$ cat config.mk
export PLATFORM = sky130hd
export DESIGN_NAME = udp_rx_parser_100g
export DESIGN_NICKNAME = d
export VERILOG_FILES = /design/src/rtl/udp_rx_parser_100g.sv
export SDC_FILE = /design/constraint.sdc
export NUM_CORES = 2
export LEC_CHECK = 0
export ABC_AREA = 1
export BUFFER_PORTS_ARGS = -buffer_cell sky130_fd_sc_hd__buf_2
export CAP_MARGIN = 10
export CORE_AREA = 2 2 537 539
export CTS_CLUSTER_SIZE = 16
export DETAILED_ROUTE_END_ITERATION = 8
export DIE_AREA = 0 0 539 541
export GPL_ROUTABILITY_DRIVEN = 0
export PLACE_DENSITY = 0.3
export SETUP_SLACK_MARGIN = 0.05
export SLEW_MARGIN = 20
export SYNTH_ARGS = -nofsm -noshare
export SYNTH_HDL_FRONTEND = slang
export SYNTH_SLANG_ARGS = --single-unit
$ cat constraint.sdc
create_clock -name rx_axis_aclk -period 23.5 [get_ports rx_axis_aclk]
set_clock_uncertainty 0.05 [all_clocks]
set_input_delay 0 -clock rx_axis_aclk [delete_from_list [all_inputs] [get_ports rx_axis_aclk]]
set_output_delay 0 -clock rx_axis_aclk [all_outputs]
set_load 0.02 [all_outputs]
$ cat src/rtl/udp_rx_parser_100g.sv
// 100G UDP receive parser: checks Ethernet/IPv4/UDP headers, strips them and streams
// the lane-0 realigned payload with per-packet metadata.
`timescale 1ns/1ps
module udp_rx_parser_100g #(
    parameter int DATA_WIDTH = 512,
    parameter int KEEP_WIDTH = DATA_WIDTH / 8
) (
    input  logic                  rx_axis_aclk,
    input  logic                  rx_axis_areset,
    input  logic [47:0]           local_mac,
    input  logic [31:0]           local_ip,
    input  logic [DATA_WIDTH-1:0] cmac_rx_axis_tdata,
    input  logic [KEEP_WIDTH-1:0] cmac_rx_axis_tkeep,
    input  logic                  cmac_rx_axis_tvalid,
    input  logic                  cmac_rx_axis_tlast,
    output logic                  cmac_rx_axis_tready,
    output logic [DATA_WIDTH-1:0] udp_rx_axis_tdata,
    output logic [KEEP_WIDTH-1:0] udp_rx_axis_tkeep,
    output logic                  udp_rx_axis_tvalid,
    output logic                  udp_rx_axis_tlast,
    output logic                  udp_rx_axis_tuser,
    input  logic                  udp_rx_axis_tready,
    output logic [31:0]           udp_rx_meta_src_ip,
    output logic [15:0]           udp_rx_meta_src_port,
    output logic [15:0]           udp_rx_meta_dst_port,
    output logic [31:0]           stat_rx_pkt_cnt,
    output logic [31:0]           stat_rx_drop_cnt
);

    localparam logic [2:0] StHdr     = 3'd0;
    localparam logic [2:0] StStream  = 3'd1;
    localparam logic [2:0] StDiscard = 3'd2;
    localparam logic [2:0] StDrop    = 3'd3;
    localparam logic [2:0] StDrain   = 3'd4;

    function automatic logic [7:0] hbyte(input logic [DATA_WIDTH-1:0] d, input int unsigned n);
        return d[8*n +: 8];
    endfunction

    function automatic logic [KEEP_WIDTH-1:0] keep_mask(input logic [6:0] n);
        for (int i = 0; i < KEEP_WIDTH; i++) keep_mask[i] = (7'(i) < n);
    endfunction

    logic [2:0]   state;
    logic [15:0]  rem;
    logic [175:0] resid;      // header-tail / previous-beat bytes 42-63
    logic [4:0]   resid_cnt;
    logic         last_seen;

    logic         can_load, in_fire;
    logic [6:0]   in_cnt;
    logic [47:0]  hdr_dmac;
    logic [15:0]  hdr_udp_len, hdr_rem;
    logic [4:0]   hdr_resid_cnt;
    logic         hdr_ok;
    logic [7:0]   avail;
    logic [6:0]   cap, n_s;
    logic [15:0]  rem_s;
    logic [4:0]   new_resid_cnt, n_d;

    assign can_load = !udp_rx_axis_tvalid || udp_rx_axis_tready;
    assign cmac_rx_axis_tready = can_load && (state == StHdr || state == StStream ||
                                              state == StDiscard || state == StDrop);
    assign in_fire = cmac_rx_axis_tvalid && cmac_rx_axis_tready;
    assign in_cnt  = 7'($countones(cmac_rx_axis_tkeep));

    assign hdr_dmac = {hbyte(cmac_rx_axis_tdata, 0), hbyte(cmac_rx_axis_tdata, 1),
                       hbyte(cmac_rx_axis_tdata, 2), hbyte(cmac_rx_axis_tdata, 3),
                       hbyte(cmac_rx_axis_tdata, 4), hbyte(cmac_rx_axis_tdata, 5)};
    assign hdr_udp_len = {hbyte(cmac_rx_axis_tdata, 38), hbyte(cmac_rx_axis_tdata, 39)};
    assign hdr_rem = hdr_udp_len - 16'd8;
    assign hdr_resid_cnt = (in_cnt >= 7'd42) ? 5'(in_cnt - 7'd42) : 5'd0;

    assign hdr_ok = (in_cnt >= 7'd42)
        && (hdr_dmac == local_mac || hdr_dmac == 48'hFFFF_FFFF_FFFF)
        && ({hbyte(cmac_rx_axis_tdata, 12), hbyte(cmac_rx_axis_tdata, 13)} == 16'h0800)
        && (hbyte(cmac_rx_axis_tdata, 14) == 8'h45)
        && (({hbyte(cmac_rx_axis_tdata, 20), hbyte(cmac_rx_axis_tdata, 21)} & 16'h3FFF) == 16'h0)
        && (hbyte(cmac_rx_axis_tdata, 23) == 8'd17)
        && ({hbyte(cmac_rx_axis_tdata, 30), hbyte(cmac_rx_axis_tdata, 31),
             hbyte(cmac_rx_axis_tdata, 32), hbyte(cmac_rx_axis_tdata, 33)} == local_ip)
        && (hdr_udp_len >= 16'd8);

    // One output beat carries at most 64 of the available residual+input bytes.
    assign avail = {3'b0, resid_cnt} + {1'b0, in_cnt};
    assign cap   = (avail > 8'd64) ? 7'd64 : avail[6:0];
    assign n_s   = (rem < {9'b0, cap}) ? rem[6:0] : cap;
    assign rem_s = rem - {9'b0, n_s};
    assign new_resid_cnt = (in_cnt > 7'd42) ? 5'(in_cnt - 7'd42) : 5'd0;
    assign n_d   = (rem < {11'b0, resid_cnt}) ? rem[4:0] : resid_cnt;

    always_ff @(posedge rx_axis_aclk) begin
        if (rx_axis_areset) begin
            state                <= StHdr;
            rem                  <= '0;
            resid                <= '0;
            resid_cnt            <= '0;
            last_seen            <= 1'b0;
            udp_rx_axis_tdata    <= '0;
            udp_rx_axis_tkeep    <= '0;
            udp_rx_axis_tvalid   <= 1'b0;
            udp_rx_axis_tlast    <= 1'b0;
            udp_rx_axis_tuser    <= 1'b0;
            udp_rx_meta_src_ip   <= '0;
            udp_rx_meta_src_port <= '0;
            udp_rx_meta_dst_port <= '0;
            stat_rx_pkt_cnt      <= '0;
            stat_rx_drop_cnt     <= '0;
        end else begin
            if (udp_rx_axis_tvalid && udp_rx_axis_tready) udp_rx_axis_tvalid <= 1'b0;
            case (state)
                StHdr: if (in_fire) begin
                    if (hdr_ok) begin
                        stat_rx_pkt_cnt      <= stat_rx_pkt_cnt + 32'd1;
                        udp_rx_meta_src_ip   <= {hbyte(cmac_rx_axis_tdata, 26),
                                                 hbyte(cmac_rx_axis_tdata, 27),
                                                 hbyte(cmac_rx_axis_tdata, 28),
                                                 hbyte(cmac_rx_axis_tdata, 29)};
                        udp_rx_meta_src_port <= {hbyte(cmac_rx_axis_tdata, 34),
                                                 hbyte(cmac_rx_axis_tdata, 35)};
                        udp_rx_meta_dst_port <= {hbyte(cmac_rx_axis_tdata, 36),
                                                 hbyte(cmac_rx_axis_tdata, 37)};
                        rem       <= hdr_rem;
                        resid     <= cmac_rx_axis_tdata[DATA_WIDTH-1:336];
                        resid_cnt <= hdr_resid_cnt;
                        last_seen <= cmac_rx_axis_tlast;
                        if (hdr_rem <= {11'b0, hdr_resid_cnt} || cmac_rx_axis_tlast)
                            state <= StDrain;
                        else
                            state <= StStream;
                    end else begin
                        stat_rx_drop_cnt <= stat_rx_drop_cnt + 32'd1;
                        state <= cmac_rx_axis_tlast ? StHdr : StDrop;
                    end
                end
                StStream: if (in_fire) begin
                    udp_rx_axis_tdata  <= {cmac_rx_axis_tdata[335:0], resid};
                    udp_rx_axis_tkeep  <= keep_mask(n_s);
                    udp_rx_axis_tvalid <= 1'b1;
                    udp_rx_axis_tuser  <= 1'b0;
                    udp_rx_axis_tlast  <= 1'b0;
                    rem       <= rem_s;
                    resid     <= cmac_rx_axis_tdata[DATA_WIDTH-1:336];
                    resid_cnt <= new_resid_cnt;
                    if (rem_s == 16'd0) begin
                        udp_rx_axis_tlast <= 1'b1;
                        state <= cmac_rx_axis_tlast ? StHdr : StDiscard;
                    end else if (cmac_rx_axis_tlast) begin
                        if (in_cnt > 7'd42) begin
                            last_seen <= 1'b1;
                            state     <= StDrain;
                        end else begin
                            udp_rx_axis_tlast <= 1'b1;
                            udp_rx_axis_tuser <= 1'b1;
                            state <= StHdr;
                        end
                    end
                end
                StDrain: if (can_load) begin
                    udp_rx_axis_tdata  <= {336'b0, resid};
                    udp_rx_axis_tkeep  <= keep_mask({2'b0, n_d});
                    udp_rx_axis_tvalid <= 1'b1;
                    udp_rx_axis_tlast  <= 1'b1;
                    udp_rx_axis_tuser  <= (rem > {11'b0, resid_cnt});
                    rem   <= rem - {11'b0, n_d};
                    state <= last_seen ? StHdr : StDiscard;
                end
                StDiscard, StDrop: if (in_fire && cmac_rx_axis_tlast) state <= StHdr;
                default: state <= StHdr;
            endcase
        end
    end

endmodule

[Word level (Yosys, flattened, before mapping)]
Cells that the tools add are included.
Storage, ports and cells
  bits of input ports: 661
  register bits after elaboration: 908
  output and inout bits: 708
  word-level logic and storage cells: 298
Cells by class
  add/subtract/negate cells: 70
  magnitude comparators: 103
  bitwise logic cells: 1
  reduce and logical (&&, ||, !) cells: 32
  mux-type cells: 58
  equal/unequal tests: 19
Operators by type and width (number)
  512-bit two-way mux: 2
  512-bit case mux with 2 select lines: 1
  176-bit two-way mux: 3
  176-bit case mux with 2 select lines: 1
  6-bit by 7-bit < comparator with 1-bit output (first input constant): 32
  64-bit two-way mux: 2
  64-bit case mux with 2 select lines: 1
  5-bit by 7-bit < comparator with 1-bit output (first input constant): 16
  5-bit < comparator (first input constant): 15
  1-bit by 1-bit adder with 2-bit output: 32
  32-bit by 1-bit adder with 32-bit output (second input constant): 2
  16-bit two-way mux: 4
  4-bit by 7-bit < comparator with 1-bit output (first input constant): 8
  2-bit by 2-bit adder with 3-bit output: 16
  48-bit equality test: 1
  48-bit equality test (second input constant): 1
  16-bit case mux with 3 select lines: 1
  4-bit by 5-bit < comparator with 1-bit output (first input constant): 8
  3-bit by 3-bit adder with 4-bit output: 8
  32-bit equality test: 1
  16-bit logical NOT: 2
  5-bit two-way mux: 6
  3-bit by 7-bit < comparator with 1-bit output (first input constant): 4
  3-bit two-way mux: 9
  other kinds (48): 107

[Depth between registers and ports, before layout]
  depth after elaboration: 17
  gate-level depth with buffers: 59

[Worst setup path before layout]
No wires, ideal clock.
  path kind: input to register
  start point: in cmac_rx_axis_tkeep[35]
  end point: reg state[0]
  setup time: 119 ps
  stages: 54
  path slack: 13598 ps
  path buffers: 1
  data arrival time: 9733 ps
  path through: inv_1 -> fa_1 -> inv_1 -> fa_1 -> fa_1 -> inv_1 -> fa_1 -> inv_1 -> fa_1 -> fa_1 -> fa_1 -> inv_1 -> fa_1 -> inv_1 -> fa_1 -> inv_1 -> o21bai_2 -> xor2_2 -> (+18 left out) -> nand2_1 -> nand2_1 -> ha_1 -> fa_1 -> o21ai_0 -> nand3_1 -> nand2_1 -> nand2_1 -> nand2_1 -> nor2_1 -> nand2_1 -> xor2_1 -> nor3b_1 -> nand3_1 -> nand2_1 -> nand3_1 -> o21ai_0 -> a21oi_1
On the way
  word-level cells in the longest chain between the ends: 17
  elaborated cells on any way between the ends: 33
Ends and longest elaborated chain
  start: declaration: line 13  | input logic [KEEP_WIDTH-1:0] cmac_rx_axis_tkeep,
  1-bit by 1-bit adder with 2-bit output (not written as such) *: line 65  | assign in_cnt = 7'($countones(cmac_rx_axis_tkeep));
  2-bit by 2-bit adder with 3-bit output (not written as such) *: line 65
  3-bit by 3-bit adder with 4-bit output (not written as such) *: line 65
  4-bit by 4-bit adder with 5-bit output (not written as such) *: line 65
  5-bit by 5-bit adder with 6-bit output (not written as such) *: line 65
  6-bit by 6-bit adder with 7-bit output (not written as such) *: line 65
  parallel branches: the longest is 11 deep, another holds 16-bit by 7-bit < comparator with 1-bit output
  end signal: assignment: line 94  | state <= StHdr;
  end signal: assignment: line 128  | state <= StDrain;
  end signal: assignment: line 130  | state <= StStream;
  end: declaration: line 44  | logic [2:0] state;
Mark *: on every way between the ends. The select of a mux whose other input is x is not followed.
A chain may end at the register's enable or synchronous reset.

[Final worst setup path]
  start point: in cmac_rx_axis_tkeep[35]
  end point: reg state[2]
The elaborated chain is that of the path after synthesis.

==> summary.txt <==
Run status
  • Outcome: complete, no violations

GRT
  • Vias in the first global route: 45707
  • First-pass GRT wire length: ~350000 µm
  • Initial antenna violation count: 93
  • All-Layer GR Usage: 0.163
  • Congestion Overflow GR: 0
  • Largest net degree at the start of global routing: approximately 190

Critical path
  • Crit path DAT: 11.54 ns
  • Required time worst endpoint: 24.18 ns
  • WS Path Type: primary input to register
  • CP max FO: 15
  • Startpoint Class: primary input
  • Critical path's most frequent cell: nand2_1
  • Setup crit end kind: register
  • Delay of the slowest cell on the worst path: 0.68 ns
  • Crit-path slowest cell: nor4_4

Logic synthesis
  • Post-synth ARST share: 0
  • Warnings from Yosys: 0
  • EDFF count, synth: 0
  • Cells after Synth: 5401
  • Ys flop type: dfxtp_1
  • Post-synthesis sequential element count: roughly 910
  • Syn_nets: between 6000 and 7000
  • Synthesized area per cell: 7.31 µm²
  • Distinct cell type count after synthesis: 53
  • Seq/Total Area, Yosys: 0.461
  • Syn Std Cell Area: 0.0395 mm²

Routing
  • Drt wl/cell: approximately 21 µm
  • Vias: 45585
  • Antenna Nets Post-Route: 0
  • DRT Pass-1 Iters: 5
  • Total length of routed wires: 247000 µm
  • # DRC: 0
  • Vias per cell: 3.94
  • DR iter-0 viols: 2484

Clock tree
  • Post-CTS Setup Bufs: 0
  • CTS tree: done
  • CTS Buffer Depth: 4
  • CTS clk-pin slew, worst paths: 0.06 ns
  • CTS sink cnt: between 900 and 1000
  • Clock root buffer: clkbuf_16
  • CTS Buf Count: 125
  • CTS Hold Bufs: 1028
  • Resized Gates After CTS: 0
  • Htree depth: 3
  • Clock latency on the worst-skew pair: approximately 0.87 ns

Floorplan
  • Die span in x: 539 µm
  • FP Rows: 197
  • Core box area: 0.286 mm²
  • Die Ht: 541 µm
  • I/O pin cnt: 1369
  • Die ar.: 0.292 mm²
  • Starting Density: 0.138

Cells and area
  • Layout area overhead: 64.0%
  • Register area: 0.0182 mm²
  • Final Util: 0.226
  • Multi-input logic area: 0.0190 mm²
  • Fin cells: 11572
  • Fill cell count: 32497
  • Final #Nets: 8431
  • Fraction of layout cells with a size suffix above 1: 0.217

Timing
  • Final hold violation count: 0
  • Slew Limit Headroom: 0.256
  • Setup-failing EPs final: 0
  • RSZ-0062 raised after global routing: false
  • Setup TNS Final: 0 ns
  • Slew Limit Fails: 0
  • Final WS setup: 12.64 ns
  • Fin crit period: ~11 ns
  • Period utilisation layout: 0.462
  • Slew of the pin with the lowest slew margin: around 1.1 ns
  • FMAX: about 0.09 GHz

Job
  • Max-Cap Viols: 0

Worst hold path
  • HP Class: primary input to register

Placed design
  • # port buffers: 1368
  • Cell total after placement: 10284
  • Worst slack, placed: 11.80 ns
  • Post-DP HPWL: 189000 µm
-- critical path, delay by kind of cell --
| family | cells | cell delay (ns) |
|---|---|---|
| xor+xnor | 2 | 0.41 |
| fa+ha+maj | 12 | 5.70 |
| compound gates | 4 | 0.62 |
| simple gates | 25 | 3.88 |
| buf+inv | 12 | 0.90 |
-- layout make-up --
| cell class | instances | share of cell area |
|---|---|---|
| Antenna cell | 36 | 0.00139 |
| Multi-Input combinational cell | 3875 | 0.293 |
| Inverter | 317 | 0.0187 |
| Timing Repair Buffer | 2431 | 0.270 |
| Sequential cell | 908 | 0.281 |
| Tap cell | 3781 | 0.0731 |
| Clock inverter | 41 | 0.00806 |
| Clock buffer | 183 | 0.0551 |
-- sequential cells by signal, indices dropped and copies added, names as in the netlist, 3 cells and up --
register / cells
rem: 16
udp_rx_axis_tkeep: 64
stat_rx_pkt_cnt: 32
udp_rx_meta_src_ip: 32
udp_rx_meta_dst_port: 16
resid: 176
stat_rx_drop_cnt: 32
udp_rx_meta_src_port: 16
udp_rx_axis_tdata: 512
state: 3
resid_cnt: 5
-- synth_stat cells (11+ instances only) --
master / instances / area share
fa_1: 57 / 0.029
a211oi_1: 11 / 0.0021
nor2_1: 1045 / 0.099
o21ai_1: 130 / 0.016
a21oi_1: 499 / 0.063
dfxtp_1: 908 / 0.46
nand2_2: 16 / 0.0025
inv_2: 11 / 0.0010
or2_2: 24 / 0.0038
clkbuf_1: 251 / 0.024
o21ai_0: 381 / 0.048
nor4_1: 39 / 0.0062
ha_1: 55 / 0.017
nand3_1: 87 / 0.011
nor3_1: 65 / 0.0082
inv_1: 302 / 0.029
nand2_1: 1165 / 0.11
xor2_1: 69 / 0.015
nand4_1: 85 / 0.013
buf_2: 37 / 0.0047
a31oi_1: 12 / 0.0019
xnor2_1: 61 / 0.014
-- per-layer routing --
| metal | global-route usage | wire length [µm] | up-vias |
|---|---|---|---|
| li1 | - | - | 22048 |
| met5 | 0 | 473 | - |
| met3 | 0.0387 | 14500 | 358 |
| met2 | 0.296 | 124000 | 1369 |
| met4 | 0.0453 | 7190 | 74 |
| met1 | 0.187 | 101000 | 21736 |
-- path summary, 6_finish.rpt --
check,start,endpoint,slack [ns],cells after the start
worst max-delay path,cmac_rx_axis_tkeep[35],state[2],12.64,55
worst min-delay path,cmac_rx_axis_tdata[273],udp_rx_meta_src_port[9],0.07,4
worst max register to register,resid_cnt[0],state[2],16.50,36
worst min register to register,udp_rx_axis_tdata[270],udp_rx_axis_tdata[270],0.41,2
-- stage by stage --
step / hold WS (ns) / cell area [µm²]
2_1_floorplan: 0.0849 / 39500
4_1_cts: 0.000416 / 64600
3_3_place_gp: 0.183 / 50200
6_report: 0.0683 / 64700
3_5_place_dp: 0.193 / 50200
5_1_grt: 0.0218 / 64700
-- cell usage in the layout, fill, tap and decap left out, drive strengths merged, types with 4 or more instances in the layout --
master	synthesis	routed
bufinv	0	8
dlygate4sd3	0	1028
nor4	40	40
dfxtp	908	908
diode	0	36
o21ai	515	515
o22ai	8	8
nand2	1186	1186
nand3b	8	8
nor2	1056	1056
inv	313	316
a21oi	500	500
nand3	89	89
nor3	66	66
clkinv	4	27
fa	57	57
xnor2	62	62
clkinvlp	0	7
a211oi	11	11
nor3b	7	7
buf	49	1403
nand4	85	85
ha	55	55
xor2	70	70
a31oi	12	12
clkbuf	252	183
o31ai	4	4
or2	24	24
o21bai	4	4
-- cell families after synthesis --
kind of cell | Yosys count | share of synthesized area
and+or+nand+nor | 2563 | 0.264
xor gates and xnor gates | 132 | 0.0297
DFF | 908 | 0.461
buffers and inverters | 618 | 0.0605
AOI/OAI and AO/OA | 1068 | 0.139
adders and majority gates | 112 | 0.0463
Power is left out: the tool's default activity adds up to more than one toggle a clock period on the data nets, which glitch-free logic cannot reach.
